===== src/rtl/pipe_stage_elastic_if.sv =====
// pipe_stage_elastic_if: valid/ready handshake bundle around one elastic pipeline stage.
interface pipe_stage_elastic_if #(
    parameter int DATA_W = 80,
    parameter int CTRL_W = 9
);
    logic              in_valid;
    logic              in_ready;
    logic [DATA_W-1:0] in_data;
    logic [CTRL_W-1:0] in_ctrl;
    logic              out_valid;
    logic              out_ready;
    logic [DATA_W-1:0] out_data;
    logic [CTRL_W-1:0] out_ctrl;
    modport master (
        output in_valid, in_data, in_ctrl, out_ready,
        input  in_ready, out_valid, out_data, out_ctrl
    );
    modport slave (
        input  in_valid, in_data, in_ctrl, out_ready,
        output in_ready, out_valid, out_data, out_ctrl
    );
endinterface


===== src/rtl/pipe_stage_elastic.sv =====
// pipe_stage_elastic: registered valid/ready stage with a skid entry, flush to bubble and a saturating stall counter.
module pipe_stage_elastic #(
    parameter int                 DATA_W      = 80,
    parameter int                 CTRL_W      = 9,
    parameter logic [CTRL_W-1:0]  CTRL_BUBBLE = {CTRL_W{1'b0}},
    parameter int                 STALL_CNT_W = 16
) (
    input  logic                   clk,
    input  logic                   rst,
    input  logic                   flush,
    pipe_stage_elastic_if.slave    bus,
    output logic [STALL_CNT_W-1:0] stall_cnt
);
    logic              out_valid;
    logic [DATA_W-1:0] out_data;
    logic [CTRL_W-1:0] out_ctrl;
    logic              skid_valid;
    logic [DATA_W-1:0] skid_data;
    logic [CTRL_W-1:0] skid_ctrl;
    logic              in_fire;
    logic              out_fire;

    assign in_fire       = bus.in_valid & ~skid_valid;
    assign out_fire      = out_valid & bus.out_ready;
    // in_ready comes straight off the skid flop, so out_ready never reaches it combinationally
    assign bus.in_ready  = ~skid_valid;
    assign bus.out_valid = out_valid;
    assign bus.out_data  = out_data;
    assign bus.out_ctrl  = out_ctrl;

    always_ff @(posedge clk) begin
        if (rst) begin
            out_valid  <= 1'b0;
            out_data   <= '0;
            out_ctrl   <= CTRL_BUBBLE;
            skid_valid <= 1'b0;
            skid_data  <= '0;
            skid_ctrl  <= CTRL_BUBBLE;
            stall_cnt  <= '0;
        end else begin
            if (out_valid && !bus.out_ready && stall_cnt != {STALL_CNT_W{1'b1}})
                stall_cnt <= stall_cnt + 1'b1;
            if (flush) begin
                out_valid  <= 1'b0;
                out_ctrl   <= CTRL_BUBBLE;
                skid_valid <= 1'b0;
                skid_ctrl  <= CTRL_BUBBLE;
            end else if (skid_valid) begin
                if (out_fire) begin
                    out_data   <= skid_data;
                    out_ctrl   <= skid_ctrl;
                    skid_valid <= 1'b0;
                end
            end else if (out_valid) begin
                if (in_fire && out_fire) begin
                    out_data <= bus.in_data;
                    out_ctrl <= bus.in_ctrl;
                end else if (in_fire) begin
                    skid_data  <= bus.in_data;
                    skid_ctrl  <= bus.in_ctrl;
                    skid_valid <= 1'b1;
                end else if (out_fire) begin
                    out_valid <= 1'b0;
                    out_ctrl  <= CTRL_BUBBLE;
                end
            end else if (in_fire) begin
                out_data  <= bus.in_data;
                out_ctrl  <= bus.in_ctrl;
                out_valid <= 1'b1;
            end
        end
    end
endmodule


===== src/flat_wrapper.sv =====
// flat-port wrapper written by rule: the top's interface ports become plain ports
module pipe_stage_elastic_flat 
#(
    parameter int                 DATA_W      = 80,
    parameter int                 CTRL_W      = 9,
    parameter logic [CTRL_W-1:0]  CTRL_BUBBLE = {CTRL_W{1'b0}},
    parameter int                 STALL_CNT_W = 16
)
  (clk, rst, flush, stall_cnt, bus_in_valid, bus_in_data, bus_in_ctrl, bus_out_ready, bus_in_ready, bus_out_valid, bus_out_data, bus_out_ctrl);
  pipe_stage_elastic_if #(.DATA_W(DATA_W), .CTRL_W(CTRL_W)) bus_i ();
  input  logic clk;
  input  logic rst;
  input  logic flush;
  output logic [STALL_CNT_W-1:0] stall_cnt;
  input wire logic [$bits(bus_i.in_valid)-1:0] bus_in_valid;
  input wire logic [$bits(bus_i.in_data)-1:0] bus_in_data;
  input wire logic [$bits(bus_i.in_ctrl)-1:0] bus_in_ctrl;
  input wire logic [$bits(bus_i.out_ready)-1:0] bus_out_ready;
  output wire logic [$bits(bus_i.in_ready)-1:0] bus_in_ready;
  output wire logic [$bits(bus_i.out_valid)-1:0] bus_out_valid;
  output wire logic [$bits(bus_i.out_data)-1:0] bus_out_data;
  output wire logic [$bits(bus_i.out_ctrl)-1:0] bus_out_ctrl;
  assign bus_i.in_valid = bus_in_valid;
  assign bus_i.in_data = bus_in_data;
  assign bus_i.in_ctrl = bus_in_ctrl;
  assign bus_i.out_ready = bus_out_ready;
  assign bus_in_ready = bus_i.in_ready;
  assign bus_out_valid = bus_i.out_valid;
  assign bus_out_data = bus_i.out_data;
  assign bus_out_ctrl = bus_i.out_ctrl;
  pipe_stage_elastic #(.DATA_W(DATA_W), .CTRL_W(CTRL_W), .CTRL_BUBBLE(CTRL_BUBBLE), .STALL_CNT_W(STALL_CNT_W)) u_core (.clk(clk), .rst(rst), .flush(flush), .bus(bus_i), .stall_cnt(stall_cnt));
endmodule

===== config.mk =====
export PLATFORM = sky130hd
export DESIGN_NAME = pipe_stage_elastic_flat
export DESIGN_NICKNAME = d
export VERILOG_FILES = /design/src/rtl/pipe_stage_elastic_if.sv /design/src/rtl/pipe_stage_elastic.sv /design/src/flat_wrapper.sv
export SDC_FILE = /design/constraint.sdc
export NUM_CORES = 1
export LEC_CHECK = 0
export CAP_MARGIN = 20
export CORE_MARGIN = 2
export CORE_UTILIZATION = 50
export DETAILED_ROUTE_END_ITERATION = 8
export PLACE_DENSITY = 0.81
export SLEW_MARGIN = 20
export SYNTH_ARGS = -nofsm -noshare
export SYNTH_HDL_FRONTEND = slang
export SYNTH_SLANG_ARGS = --single-unit

===== constraint.sdc =====
create_clock -name clk -period 3.05 [get_ports clk]
set_input_delay 0.4575 -clock clk [delete_from_list [all_inputs] [get_ports clk]]
set_output_delay 0.4575 -clock clk [all_outputs]
set_load 0.005 [all_outputs]

Word level (Yosys, flattened, before mapping)
Cells that the tools add are included.
- register bits after elaboration: 196
- logic and storage cells: 48
- output and inout port bits: 107
- equality and inequality tests: 5
- muxes and demuxes: 20
- reductions and logical operators: 10
- bitwise gates (word level): 5
- $add $sub $neg: 1
- operators by type and width (operator ; number):
    2-to-1 mux 80 bit ; 5
    2-to-1 mux 9 bit ; 7
    adder 16 x 1 -> 16 bit, second input constant ; 1
    != test 16 bit, second input constant ; 1
    AND reduction 4 bit ; 3
    2-to-1 mux 1 bit ; 8
    != test 3 bit, second input constant ; 2
    AND reduction 5 bit ; 1
    != test 4 bit, second input constant ; 1
    logical AND 1 bit ; 3
    inverter 1 bit ; 3
    nonzero test 3 bit ; 1
    AND 1 bit ; 2
    != test 2 bit, second input constant ; 1
    OR reduction 2 bit ; 1
    logical NOT 1 bit ; 1

Logic depth before layout (Yosys ltp)
- word-level depth: 6
- gate-level depth with buffers: 8
- gate-level depth less buffers: 5

Least setup slack after synthesis
Ideal clock, no wire load.
- path kind: flip-flop to flip-flop
- start point: reg u_core.stall_cnt[0]
- end point: reg u_core.stall_cnt[5]
- period minus slack after synthesis: 1.907 ns
- data required time: 2.929 ns
- setup slack: 1.143 ns
- arrival: 1.787 ns
- stages on the path, launching flop included: 7
- setup time: 0.121 ns
- path through: dfxtp_1 > ha_1 > nand3_1 > nor4_1 > buf_2 > nor4_1 > mux2_2
- word-level cells in the longest chain between the ends: 2
- elaborated cells between the ends (all ways): 3
- classes of those cells: add/sub: 1; eq/ne: 1; reduce/logical: 1
- RTL lines (element ; line ; RTL):
    start, declared ; pipe_stage_elastic.sv:12 ; output logic [STALL_CNT_W-1:0] stall_cnt
    start signal, assigned ; pipe_stage_elastic.sv:42 ; stall_cnt <= stall_cnt + 1'b1;
    parallel branches: the longest is 2 deep, another holds adder 16 x 1 -> 16 bit ; n/a ;
Parallel ways; which one is timed is not known.
A chain may end at the register's enable or synchronous reset.

Worst setup path after layout
- start point: in bus_out_ready
- end point: reg u_core.out_data[4] (netlist: u_core.bus.out_data[4])
- word-level cells in the longest chain between the ends: 4
- elaborated cells between the ends (all ways): 5
- classes of those cells: eq/ne: 2; bitwise: 1; reduce/logical: 2
- RTL lines (element ; line ; RTL):
    start, declared ; flat_wrapper.sv:18 ; input wire logic [$bits(bus_i.out_ready)-1:0] bus_out_ready;
    AND 1 bit * ; pipe_stage_elastic.sv:24 ; assign out_fire = out_valid & bus.out_ready;
    logical AND 1 bit ; pipe_stage_elastic.sv:55 ; if (in_fire && out_fire) begin
    != test 3 bit (no line) ; n/a ;
    AND reduction 4 bit (no line) * ; n/a ;
    end signal, assigned ; pipe_stage_elastic.sv:50 ; out_data <= skid_data;
    end signal, assigned ; pipe_stage_elastic.sv:56 ; out_data <= bus.in_data;
    end signal, assigned ; pipe_stage_elastic.sv:67 ; out_data <= bus.in_data;
    end, declared ; pipe_stage_elastic.sv:15 ; logic [DATA_W-1:0] out_data;
Mark *: on every way between the ends. The rest lies on a longest branch, timed or not.

==> flow_summary.ini <==
[global_routing]
use_met3_pct = 3.88
antenna_found_initial = 0
grt_use_total_pct = 23.0
grt_max_degree = 83
grt_pass1_wl_mm = 30.8
grt_util_met1_pct = 29.4
met2_usage_pct = 38.6
grt_overflow_total = 0
grt_busiest_layer = met2
first_global_vias = 6241

[placement]
place_area_mm2 = 0.0101
portBuffers = 200
gp_congestion = 0.805
dp_hpwl_mm = 12.5

[synth]
yosys.area.top_type = dfxtp_1
synth_edf_count = 0
avgSynthCellArea_um2 = 8.69
synthTopCellsByCount = dfxtp_1 (196), nand2_1 (184), a21oi_1 (104), nor2_1 (96), a211oi_1 (90)
synth_most_common_cell = dfxtp_1
ys_types = 38
ys_seq_area_share_pct = 50.1
netlist_area_mm2 = 0.00783
synth_top_area_share_pct = 50.1
syn_nets = 995
yosys_warnings = 0
synth_cells = 900
synth-async-reset-ratio_pct = 0
synth-seq-cells = 196
synth_top_flop_cell = dfxtp_1
synth_area_leaders = dfxtp_1 (50%), mux2i_1 (10%), nand2_1 (8.8%)

[timing]
finClkSkew_ns = 0.0117
final_hold_viol_count = 0
relSlewSlack_pct = 38.4
maxSlewViolCount = 0
finalSetupTns_ns = 0
min_period_over_period_pct = 69.3
worst-slew-pin-transition_ns = 0.924
fin_crit_ns = 2.11
rsz0062_at_grt = no
setup_viol = 0
timing.fmax_mhz = 473

[setup_path]
cp.required_ns = 3.38
worst-setup-path-type = in -> reg
critPathLaunch = bus_out_ready
rr_startpoint = u_core.skid_valid$_SDFF_PP0_
crit_fanout = 22
cp-end-kind = register
arrival_ns = 2.44
critPathLaunchType = input pin

[clock_network]
clkLatencyLatePin_ns = 0.43
clockBufferDepth = 2
cts_root_buf = clkbuf_16
cts_buffers = 17
cts_sinks = 196
cts-htree-levels = 4
post_cts_buffers = 0
holdBufCountCts = 0
cts_resized = 0
cts_tree = done
clkTransAtPathRegs_ns = 0.07

[pwr]
vdd_drop_max_v = 0.000384
p_leak_nw = 3.48
total_power_mw = 5.66
p_per_area_mw_per_mm2 = 530

[detailed_routing]
wirelength_mm = 19.4
drc = 0
vias = 6981
dr.first_iter.drc_count = 535
drt-pass1-iter-count = 5
vias_per_cell = 5.42
wl_per_cell_um = 15.1
drtAntennaViolNets = 0

[min_path]
min_from = rst
hp-class = in -> reg

[floorplanning]
die-height_um = 129
core_area_mm2 = 0.0153
die_x_um = 129
initial_utilization_pct = 51.3
rows = 45
dieArea_mm2 = 0.0167
io_pins = 201

[cells_and_area]
drive_gt1_share_pct = 6.22
syn_to_final_growth_pct = 36.6
layout.nets = 1160
final_util_pct = 70.1
fin_area_mm2 = 0.0107
n_antenna_cell = 0

[run_status]
status = complete, no violations

[run]
drv_cap = 0
-- path summary, 6_finish.rpt --
path / endpoint / slack, ns / cells past startpoint
setup / recovery: u_core.bus.out_data[4]$_SDFFE_PP0P_ / 0.94 / 6
setup reg to reg: u_core.bus.out_data[4]$_SDFFE_PP0P_ / 0.98 / 5
hold / removal: u_core.skid_data[73]$_SDFFE_PP0P_ / 0.45 / 2
hold reg to reg: u_core.skid_data[53]$_SDFFE_PP0P_ / 0.45 / 2
-- stage by stage --
step / hold WS [ns] / cells / setup WS (ns)
6_report: 0.453 / 1288 / 0.937
5_1_grt: 0.460 / 1288 / 0.759
4_1_cts: 0.435 / 1288 / 0.956
3_5_place_dp: 0.446 / 1257 / 0.573
3_3_place_gp: 0.441 / 1257 / 0.685
2_1_floorplan: 0.433 / 900 / 1.14
-- where the power goes --
part	internal [mW]	leakage, nW	switching [mW]
logic	0.338	1.57	0.254
clock network	1.43	0.308	0.944
registers	2.65	1.60	0.0538
-- metal layers --
layer	wire length [um]	up-vias
met2	9670	197
met1	8410	3274
met4	411	0
met5	0	-
li1	-	3479
met3	904	31
-- registers in the layout, summed over array words and instances, names as in the netlist --
signal	count
u_core.bus.out_ctrl	9
u_core.bus.out_data	80
u_core.bus.out_valid	1
u_core.skid_ctrl	9
u_core.skid_data	80
u_core.skid_valid	1
u_core.stall_cnt	16
-- cell type report --
| class | instances | area [um^2] |
|---|---|---|
| Multi-Input combinational cell | 627 | 3600 |
| Clock buffer | 24 | 513 |
| Fill cell | 1182 | 4570 |
| Timing Repair Buffer | 221 | 2260 |
| Sequential cell | 196 | 3930 |
| Inverter | 2 | 7.51 |
| Clock inverter | 7 | 116 |
| Tap cell | 211 | 264 |
-- kinds of logic (layout without fill, tap and decap cells) --
group / count (synthesis) / in the layout / synth area share (%)
AO/OA/AOI/OAI: 217 / 217 / 17.3
flip-flops: 196 / 196 / 50.1
AND/OR/NAND/NOR: 326 / 326 / 17.5
multiplexers: 83 / 83 / 10.6
buffers and inverters: 77 / 254 / 4.25
adder cells (fa/ha/maj): 1 / 1 / 0.160
-- placed cells by master, fill, tap and decap left out, types with 3 or more instances in the layout --
master	n
nor4_1	3
bufinv_16	3
nor2_1	95
nand4_1	6
clkbuf_16	18
o31ai_1	7
a211oi_1	90
mux2i_1	81
a21oi_1	104
nand2_1	184
or4_1	6
nand3_1	7
buf_12	8
nor2b_1	3
buf_4	13
o21ai_0	4
or2_2	3
dfxtp_1	195
clkdlybuf4s50_1	199
clkbuf_8	4
a22oi_1	9
-- critical path: stages --
cell	delay, ns
clkdlybuf4s50_1	0.61
nor2b_1	0.20
nor3_4	0.48
buf_4	0.35
nor2_1	0.09
a211oi_1	0.24
Note: power is estimated with default switching activity, not from simulation.
